$ cat config.mk
export PLATFORM = sky130hd
export DESIGN_NAME = pipeline_hazard_controller
export DESIGN_NICKNAME = d
export VERILOG_FILES = /design/src/rtl/pipeline_hazard_controller.sv
export SDC_FILE = /design/constraint.sdc
export NUM_CORES = 1
export LEC_CHECK = 0
export ABC_AREA = 1
export BUFFER_PORTS_ARGS = -buffer_cell sky130_fd_sc_hd__buf_2
export CORE_UTILIZATION = 50
export CTS_BUF_LIST = sky130_fd_sc_hd__clkbuf_8
export CTS_CLUSTER_SIZE = 10
export DETAILED_ROUTE_END_ITERATION = 8
export PLACE_DENSITY = 0.81
export REMOVE_ABC_BUFFERS = 1
export SLEW_MARGIN = 25
export SYNTH_ARGS = -nofsm -noshare
export SYNTH_HDL_FRONTEND = slang
export SYNTH_SLANG_ARGS = --single-unit
$ cat constraint.sdc
create_clock -name clk -period 1.9 [get_ports clk]
set_input_delay 0.19 -clock clk [delete_from_list [all_inputs] [get_ports clk]]
set_output_delay 0.19 -clock clk [all_outputs]
set_load 0.01 [all_outputs]
$ cat src/rtl/pipeline_hazard_controller.sv
// Stall/flush sequencer for the 4-stage in-order pipeline (load-use, mispredict redirect, multicycle wait).
// Optional performance counters are enabled by defining HAZARD_CTRL_PERF_EN.
module pipeline_hazard_controller #(
    parameter int REDIRECT_CYCLES = 1,
    parameter int MC_TIMEOUT      = 64
) (
    input  logic        clk,
    input  logic        rst,
    input  logic [4:0]  dec_rs1_addr,
    input  logic [4:0]  dec_rs2_addr,
    input  logic        dec_rs1_used,
    input  logic        dec_rs2_used,
    input  logic        ex_valid,
    input  logic        ex_is_load,
    input  logic [4:0]  ex_rd_addr,
    input  logic        ex_mispredict,
    input  logic        ex_mc_start,
    input  logic        ex_mc_done,
    input  logic        mem_busy,
    output logic        fetch_stall,
    output logic        fetch_flush,
    output logic        decode_stall,
    output logic        decode_flush,
    output logic        execute_stall,
    output logic        execute_flush,
    output logic        mc_timeout
`ifdef HAZARD_CTRL_PERF_EN
    ,
    output logic [31:0] perf_stall_cycles,
    output logic [31:0] perf_flush_events
`endif
);

    typedef enum logic [1:0] {
        RUN,
        REDIRECT,
        MC_WAIT
    } state_t;

    localparam logic [3:0] RC_LOAD = 4'(REDIRECT_CYCLES - 1);
    localparam logic [7:0] WC_LAST = 8'(MC_TIMEOUT - 1);

    state_t     state, state_nx;
    logic [3:0] rc, rc_nx;
    logic [7:0] wc, wc_nx;
    logic       load_use;

    assign load_use = ex_valid && ex_is_load && (ex_rd_addr != 5'd0) &&
                      ((dec_rs1_used && (dec_rs1_addr == ex_rd_addr)) ||
                       (dec_rs2_used && (dec_rs2_addr == ex_rd_addr)));

    always_ff @(posedge clk or negedge rst) begin
        if (!rst) begin
            state <= RUN;
            rc    <= 4'd0;
            wc    <= 8'd0;
        end else begin
            state <= state_nx;
            rc    <= rc_nx;
            wc    <= wc_nx;
        end
    end

    // Priority: reset, memory back-pressure, then per-state sequencing.
    always_comb begin
        state_nx      = state;
        rc_nx         = rc;
        wc_nx         = wc;
        fetch_stall   = 1'b0;
        fetch_flush   = 1'b0;
        decode_stall  = 1'b0;
        decode_flush  = 1'b0;
        execute_stall = 1'b0;
        execute_flush = 1'b0;
        mc_timeout    = 1'b0;
        if (!rst) begin
            fetch_flush   = 1'b1;
            decode_flush  = 1'b1;
            execute_flush = 1'b1;
        end else if (mem_busy) begin
            fetch_stall   = 1'b1;
            decode_stall  = 1'b1;
            execute_stall = 1'b1;
        end else begin
            case (state)
                RUN: begin
                    if (ex_mispredict) begin
                        fetch_flush  = 1'b1;
                        decode_flush = 1'b1;
                        if (REDIRECT_CYCLES > 1) begin
                            state_nx = REDIRECT;
                            rc_nx    = RC_LOAD;
                        end
                    end else if (ex_mc_start) begin
                        fetch_stall   = 1'b1;
                        decode_stall  = 1'b1;
                        execute_stall = 1'b1;
                        execute_flush = 1'b1;
                        state_nx      = MC_WAIT;
                        wc_nx         = 8'd0;
                    end else if (load_use) begin
                        fetch_stall  = 1'b1;
                        decode_stall = 1'b1;
                        decode_flush = 1'b1;
                    end
                end
                REDIRECT: begin
                    fetch_flush  = 1'b1;
                    decode_flush = 1'b1;
                    if (ex_mispredict) begin
                        rc_nx = RC_LOAD;
                    end else if (rc <= 4'd1) begin
                        state_nx = RUN;
                        rc_nx    = 4'd0;
                    end else begin
                        rc_nx = rc - 4'd1;
                    end
                end
                MC_WAIT: begin
                    if (ex_mc_done) begin
                        state_nx = RUN;
                        wc_nx    = 8'd0;
                    end else if (wc == WC_LAST) begin
                        mc_timeout = 1'b1;
                        state_nx   = RUN;
                        wc_nx      = 8'd0;
                    end else begin
                        fetch_stall   = 1'b1;
                        decode_stall  = 1'b1;
                        execute_stall = 1'b1;
                        execute_flush = 1'b1;
                        wc_nx         = wc + 8'd1;
                    end
                end
                default: state_nx = RUN;
            endcase
        end
    end

`ifdef HAZARD_CTRL_PERF_EN
    logic any_stall;
    logic flush_event;

    assign any_stall   = fetch_stall || decode_stall || execute_stall;
    // A flush event is a mispredict acted upon or a load-use bubble; both vanish under mem_busy.
    assign flush_event = rst && !mem_busy &&
                         (((state != MC_WAIT) && ex_mispredict) ||
                          ((state == RUN) && !ex_mispredict && !ex_mc_start && load_use));

    always_ff @(posedge clk or negedge rst) begin
        if (!rst) begin
            perf_stall_cycles <= 32'd0;
            perf_flush_events <= 32'd0;
        end else begin
            if (any_stall && (perf_stall_cycles != 32'hFFFF_FFFF))
                perf_stall_cycles <= perf_stall_cycles + 32'd1;
            if (flush_event && (perf_flush_events != 32'hFFFF_FFFF))
                perf_flush_events <= perf_flush_events + 32'd1;
        end
    end
`endif

endmodule
# == After elaboration in Yosys (flattened, before gate mapping) ==
# Index checks and enable logic that the tools add are counted.
# word_totals
ff_bits,14
latchBits,0
mem_bits_rw,0
rom_bits,0
input_bits,25
output_inout_bits,7
word_cells,72
mem_count,0
# classes
n_addsub,2
mul,0
n_div,0
order_cmp,1
eq_ne,10
n_shift,0
mux,43
n_bitwise,1
reduce_logical,12
# ops
operator,n
$mux W8,4
$mux W1,25
$pmux W8 S2,1
$mux W2,6
$eq A5 B5 Y1,2
$add A8 B1 Y8 const B,1
$eq A8 B6 Y1 const B,1
$mux W4,2
$ne A2 B2 Y1 const B,4
$pmux W1 S2,4
$reduce_and A7 Y1,1
$pmux W2 S3,1
$logic_and A1 B1 Y1,5
$reduce_and A5 Y1,1
$reduce_bool A5 Y1,1
$le A4 B1 Y1 const B,1
$sub A4 B1 Y4 const B,1
$ne A3 B3 Y1 const B,1
$reduce_and A3 Y1,1
$eq A2 B1 Y1 const B,1
$eq A2 B2 Y1 const B,1
$logic_not A2 Y1,1
$reduce_bool A2 Y1,1
$logic_or A1 B1 Y1,1
$not A1 Y1,1

# == Depth between registers and ports, before layout ==
# Gate-level depths: netlist (run 1).
# logic_depth
depth_word,10
depth_mapped,11
depth_no_buf,10

# == Worst setup path before layout (run 1) ==
# Ideal clock, no wire load.
# synth_path
path_type,flip-flop to output port
from,reg wc[0]
to,out fetch_stall
t_arrival_ns,1.379
required_ns,1.710
setup_slack_ns,0.331
path_stages_with_launch,12
path_buffers,1
cell_sequence,dfrtp_1 -> ha_1 -> nand2_1 -> nor2_1 -> nand2_1 -> nand2_2 -> nand2_1 -> nand2_1 -> nand2_1 -> nand2_1 -> nand2_1 -> buf_4
# synth_between
elab_chain_len,6
# synth_lines
item,line,rtl
"start, declared",45,"logic [7:0] wc, wc_nx;"
"start signal, assigned",60,wc <= wc_nx;
$eq A8 B6 Y1,123,end else if (wc == WC_LAST) begin
$mux W1 (2 in series),--,
$pmux W1 S2,--,
$mux W1 (2 in series),--,
"end, declared",20,"output logic fetch_stall,"
# Every way passes these cells.

# == Final worst setup path (run 1) ==
# layout_path
from,reg wc[0]
to,out fetch_stall
# layout_between
elab_chain_len,6
# layout_lines
item,line,rtl
$eq A8 B6 Y1,123,
$mux W1,123,
$mux W1,120,if (ex_mc_done) begin
$pmux W1 S2,85,case (state)
$mux W1,80,end else if (mem_busy) begin
$mux W1,76,if (!rst) begin
# Every way passes these cells.

==> impl_results.md, run 1 <==
- Largest family of logic cells by synthesized area: simple AND/OR/NAND/NOR gates
- Detailed Route Iter0 Violations: 19
- Post-synth cell types: 24
- Total Die Area: 1897 µm²
- Mapped Cells: 145
- Post-Layout Inst Area: 1161 µm²
- N_diodes: 0
- CTS Buf Count: 3
- H-tree level count: 1
- Ys Warns: 0
- Top-area cell type share of the netlist area: 26.09%
- Worst min-delay path class: in2reg
- Post-synth EDFFs: 0
- Clk root buf: clkbuf_8
- Grt total ovfl: 0
- Crit Reg-Reg Startpoint: wc[0]
- Synth Area in Simple Gates: 48.55%
- Tmin final: 1866 ps
- Cell leakage power: 0.7028 nW
- CP Data Required Time: 1710 ps
- Global-route wire length before repair: 3325 µm
- Most used cell along the critical path: nand2_1
- Vias in the first global route: 858
- Hold Slack: 314.8 ps
- CP cell instances: ha_4 > nand2_4 > nor2_4 > nand2_2 > nand2_2 > nand2_1 > nand2_1 > nand2_1 > nand2_1 > nand2_1 > buf_2
- Layout cell share with drive strength beyond 1: 31.72%
- CP arrival: 1680 ps
- Reg-to-reg endpoint: wc[2]
- Rel. slew slack: 81.62%
- Layout fillers: 131
- Post-DR wirelength/cell: 10.78 µm
- Final WL: 2177 µm
- Global Route Usage Sum: 22.70%
- Worst Path Max Fanout: 4
- Initial cell density of the core: 55.38%
- Initial antenna violation count: 0
- Final Net Count: 213
- Max Freq: 0.5359 GHz
- Fin crit share: 98.21%
- Final Slew Violations: 0
- Worst Setup Start Kind: flip-flop
- Via density: 4.990
- Commonest cells in the netlist: 52 x nand2_1, 28 x inv_1, 15 x nor2_1
- Hold EP: wc[1]
- Avg Cell Area, Syn: 5.954 µm²
- Hold Startpoint: ex_mc_done
- Die height: 43.56 µm
- 1st-pass router iterations: 4
- Crit. End Element: output port
- DRC errors left: 0
- # setup viols final: 0
- Most frequent cell after synthesis: nand2_1
- VDD IR max: 555.5 µV
- Clock skew: 2.878 ps
- Crit-path max cell delay: 400 ps
- Synth area leaders: dfrtp_1 26%, nand2_1 23%, inv_1 12%, nor2_1 6.5%, nand3_1 4.1%
- CTS tree: yes
- Worst Reg2Reg Path Length in Cells: 9
- Maximum root-to-sink buffer count: 2
- Final worst-path setup slack: 33.99 ps
- Async set or reset register ratio after synthesis: 100.0%
- Sequential-to-total area share from yosys stat: 26.09%
- Status: complete, no violations
- Clock transition at path regs: 50 ps
- Latest clock arrival within the worst-skew pair: 230 ps
- Slowest cell on the critical path: dfrtp_1
- I/O Pins: 32
- Number of synthesized register bits: 9
- Antenna-violating nets left: 0
- PD cells: 709.7 nW/µm²
- Post-DP Area: 1039 µm²
- # rows: 14
- Post-Synth Adder-Cell Area: 1.449%
- Post-synthesis xor/xnor area fraction: 0%
- Synth area leader: dfrtp_1
- Layout area overhead: 34.49%
- Worst slack at placement: 278.7 ps
- Post-layout power: 0.8241 mW
- Core area: 1559 µm²
- Placer congestion estimate: 0.8778
- Hold Vio Cnt, Final: 0
- Actual slew at the worst max-slew pin: 273.2 ps
- Compound-Gate Fraction of Synth Area: 9.275%
- Largest net degree at the start of global routing: 13
- HPWL Detailed: 1564 µm
- Synth Cell Area: 863.3 µm²
- Hold depth: 4
- TritonCTS Sinks: 9
- Buffers added on ports: 31
- Fraction of synthesized area in multiplexers: 0%
- DR vias: 1,008
- Final setup TNS: 0 ps
- R2R Setup Slk: 460 ps
- Max cap viols: 0
- WS Path Type: reg2out
- Top FF cell, synth: dfrtp_1
- Die width: 43.56 µm
## stage by stage
stage,util (%),instances
2_1_floorplan,-,144
3_3_place_gp,66.61,192
3_5_place_dp,66.61,192
4_1_cts,70.14,197
5_1_grt,74.48,202
6_report,74.48,202
## repair_timing
| action | CTS | global route |
|---|---|---|
| gates resized for setup | 0 | 7 |
| buffers inserted | 0 | 5 |
| hold buffers | 1 | 0 |
| endpoints found under the setup margin | 0 | 4 |
| hold endpoints to repair | 9 | 0 |
## state kept, by name, summed over array words and instances (netlist names)
register / cells
wc: 8
state: 1
## routing by layer
layer | share of wire (%) | routed length [µm] | vias to the layer above | global-route usage (%)
met5 | 0 | 0 | - | 0
met4 | 1.6 | 34 | 0 | 6.875
met3 | 3.8 | 82 | 4 | 4.167
met2 | 48 | 1050 | 28 | 37.31
met1 | 46 | 1009 | 458 | 30.21
li1 | - | - | 518 | -
## cell usage in the layout, fill, tap and decap left out
| cell type | instances |
|---|---|
| nor4_1 | 1 |
| nand2_2 | 4 |
| clkbuf_8 | 3 |
| a21oi_1 | 4 |
| o21ai_0 | 7 |
| nand2_1 | 50 |
| nand3_4 | 1 |
| or2_2 | 1 |
| a21boi_1 | 1 |
| inv_4 | 1 |
| inv_2 | 2 |
| nor2_4 | 3 |
| dfrtp_1 | 9 |
| nor3_4 | 1 |
| nand3_2 | 1 |
| nand3_1 | 7 |
| nor2_1 | 14 |
| buf_4 | 6 |
| nor2_2 | 1 |
| nand4_1 | 1 |
| dlygate4sd3_1 | 1 |
| o21ai_1 | 2 |
| buf_2 | 31 |
| ha_4 | 1 |
| o21a_1 | 1 |
| inv_1 | 29 |
| nand2_4 | 3 |
## worst max-delay path, delay by kind of cell, from the launching register on
family	cells	cell delay (ps)
flip-flops	1	400
buffers and inverters	1	140
AND/OR/NAND/NOR	9	720
adder cells (fa/ha/maj)	1	170
## where the power goes
part | internal (mW) | switching (mW) | total [mW]
sequential | 0.224 | 0.0401 | 0.265
combinational | 0.148 | 0.196 | 0.344
clock | 0.141 | 0.0746 | 0.215
## layout make-up
class                   instances  area [µm²]  share of cell area (%)
well taps                      16       20.02                   1.724
multi-input cells             104       541.8                   46.66
repair buffers                 38       210.2                   18.10
clock buffers                   3       41.29                   3.556
flip-flops and latches          9       225.2                   19.40
clock inverters                 1       3.754                  0.3233
inverters                      31       118.9                   10.24
## cells by family after synthesis
logic type | Yosys count
adders and majority gates | 1
AOI/OAI and AO/OA | 15
DFF | 9
and+or+nand+nor | 88
buffers and inverters | 32
## worst max-delay path by stage
stage                    end  start  slack (ps)  cells past startpoint
4_1_cts          fetch_stall  wc[0]          30                     11
5_1_grt         decode_stall  wc[0]         -50                     11
3_3_place_gp    decode_stall  wc[0]         330                     11
3_5_place_dp     fetch_stall  wc[0]         280                     11
6_report         fetch_stall  wc[0]          30                     11
2_1_floorplan  execute_flush  wc[0]         400                      8
No activity file was read; power rests on OpenSTA's default activity.
==> run 2, diff against run 1 <==
Settings changed: SETUP_SLACK_MARGIN from default to 0.05.
==> impl_results.md, run 2 (synthesis results as in run 1) <==
- Status: complete, no violations (unchanged)
- Max reg flops: 8 (unchanged)
- Core area: 1559 µm² (unchanged)
- Global Route Usage Sum: 22.70% (unchanged)
- Final Slew Violations: 0 (unchanged)
- Most frequent cells in the layout: 50 x nand2_1, 31 x buf_2, 29 x inv_1, 14 x nor2_1, 9 x dfrtp_1 (unchanged)
- WS Path Type: reg2out (unchanged)
- # setup viols final: 0 (unchanged)
- Layout cell share with drive strength beyond 1: 32.09% (was 31.72%)
- Clock transition at path regs: 50 ps (about the same)
- Die width: 43.56 µm (unchanged)
- Global-route wire length before repair: 3325 µm (unchanged)
- Initial antenna violation count: 0 (unchanged)
- Via density: 5.044 (was 4.990)
- Layout fillers: 129 (was 131)
- Largest Register: wc (unchanged)
- Final Net Count: 214 (was 213)
- CP arrival: 1670 ps (was 1680 ps)
- Commonest non-fill, non-tap cell in the layout: nand2_1 (unchanged)
- PD cells: 705.3 nW/µm² (was 709.7 nW/µm²)
- CTS tree: yes (unchanged)
- Layout area overhead: 35.36% (was 34.49%)
- # rows: 14 (unchanged)
- Clock skew: 3.250 ps (was 2.878 ps)
- Post-Layout Inst Area: 1169 µm² (was 1161 µm²)
- DR vias: 1,024 (was 1,008)
- Hold depth: 4 (unchanged)
- Latest clock arrival within the worst-skew pair: 230 ps (about the same)
- Placed cells: 192 (unchanged)
- Vias in the first global route: 858 (unchanged)
- Initial cell density of the core: 55.38% (unchanged)
- Hold EP: wc[1] (unchanged)
- Placer congestion estimate: 0.8778 (unchanged)
- Post-DP Area: 1039 µm² (unchanged)
- Detailed Route Iter0 Violations: 16 (was 19)
- Cell leakage power: 0.7070 nW (was 0.7028 nW)
- N_diodes: 0 (unchanged)
- R2R Setup Slk: 470 ps (was 460 ps)
- Max cap viols: 0 (unchanged)
- Post-DR wirelength/cell: 10.80 µm (was 10.78 µm)
- TritonCTS Sinks: 9 (unchanged)
- Rel. slew slack: 81.66% (was 81.62%)
- CP cell instances: ha_4 > nand2_4 > nor2_4 > nand2_2 > nand2_2 > nand2_1 > nand2_1 > nand2_1 > nand2_1 > nand2_1 > buf_2 (unchanged)
- Crit. End Element: output port (unchanged)
- Largest net degree at the start of global routing: 13 (unchanged)
- Tmin final: 1859 ps (was 1866 ps)
- Maximum root-to-sink buffer count: 2 (unchanged)
- CP Data Required Time: 1710 ps (about the same)
- Worst Reg2Reg Path Length in Cells: 9 (unchanged)
- Slowest cell on the critical path: dfrtp_1 (unchanged)
- Crit-path max cell delay: 410 ps (was 400 ps)
- Clk root buf: clkbuf_8 (unchanged)
- Non-Filler Instances: 203 (was 202)
- Multi-input logic area: 541.8 µm² (unchanged)
- Max Freq: 0.5380 GHz (was 0.5359 GHz)
- Worst Path Max Fanout: 4 (unchanged)
- Buffers added on ports: 31 (unchanged)
- Die height: 43.56 µm (unchanged)
- Antenna-violating nets left: 0 (unchanged)
- CTS Buf Count: 3 (unchanged)
- Fin crit share: 97.82% (was 98.21%)
- Hold Vio Cnt, Final: 0 (unchanged)
- 1st-pass router iterations: 4 (unchanged)
- HPWL Detailed: 1564 µm (unchanged)
- Grt total ovfl: 0 (unchanged)
- Register area: 225.2 µm² (unchanged)
- Crit Reg-Reg Startpoint: wc[0] (unchanged)
- Worst Setup Start Kind: flip-flop (unchanged)
- RSZ-0062 raised after global routing: true
- Reg-to-reg endpoint: wc[2] (unchanged)
- VDD IR max: 569.5 µV (was 555.5 µV)
- Total Die Area: 1897 µm² (unchanged)
- I/O Pins: 32 (unchanged)
- DRC errors left: 0 (unchanged)
- H-tree level count: 1 (unchanged)
- Actual slew at the worst max-slew pin: 272.6 ps (was 273.2 ps)
- Worst min-delay path class: in2reg (unchanged)
- Hold Startpoint: ex_mc_done (unchanged)
- Most used cell along the critical path: nand2_1 (unchanged)
- Final WL: 2192 µm (was 2177 µm)
- Largest regs: wc x8, state x1 (unchanged)
run 2: cell types whose count changed in the layout (fill, tap and decap cells not counted):
cell,delta
buf_4,+1
run 2: layer usage:
layer,global-route usage (%),wire length (µm)
met1,30.21,978
met2,37.31,1064
met3,4.167,103
met4,6.875,46
met5,0,0
run 2: layout make-up:
class | instances | area share, %
Multi-Input combinational cell | 104 | 46.36
Sequential cell | 9 | 19.27
Inverter | 31 | 10.17
Clock inverter | 1 | 0.3212
Timing Repair Buffer | 39 | 18.63
Tap cell | 16 | 1.713
Clock buffer | 3 | 3.533
run 2: worst max path at each step:
stage,endpoint,startpoint,cells after the start
2_1_floorplan,execute_flush,wc[0],8
3_3_place_gp,decode_stall,wc[0],11
3_5_place_dp,fetch_stall,wc[0],11
4_1_cts,fetch_stall,wc[0],11
5_1_grt,decode_stall,wc[0],11
6_report,fetch_stall,wc[0],11
run 2: power breakdown:
group,switching (mW),internal (mW),leakage [nW],total [mW]
logic,0.194,0.149,0.558,0.343
registers,0.0405,0.224,0.122,0.265
clock network,0.0754,0.141,0.0269,0.216
total,0.310,0.514,0.707,0.824
run 2: worst max-delay path, delay by kind of cell (launching register included):
kind / cells / cell delay, ps
adder cells (fa/ha/maj): 1 / 170
flip-flops: 1 / 410
AND/OR/NAND/NOR: 9 / 700
buffers and inverters: 1 / 140
run 2: metrics by stage:
step | total power [mW] | util [%] | TNS (ps) | hold slack, ps | worst slack (ps)
2_1_floorplan | 0.4419 | - | 0 | -105.6 | 403.5
3_5_place_dp | 0.5326 | 66.61 | 0 | 142.2 | 278.7
6_report | 0.8242 | 74.96 | 0 | 315.9 | 41.35
4_1_cts | 0.7515 | 70.30 | 0 | 296.6 | 62.57
5_1_grt | 0.8754 | 74.96 | -152.3 | 352.2 | -64.58
3_3_place_gp | 0.5220 | 66.61 | 0 | 141.4 | 330.7
run 2: repair_timing:
| item | CTS | global route |
|---|---|---|
| endpoints found under the hold margin | 9 | 0 |
| setup endpoints to repair | 2 | 4 |
| gates cloned | 0 | 0 |
| hold buffers | 1 | 0 |
| pin swaps | 0 | 5 |
| setup buffers | 0 | 6 |
| resized for setup | 1 | 6 |
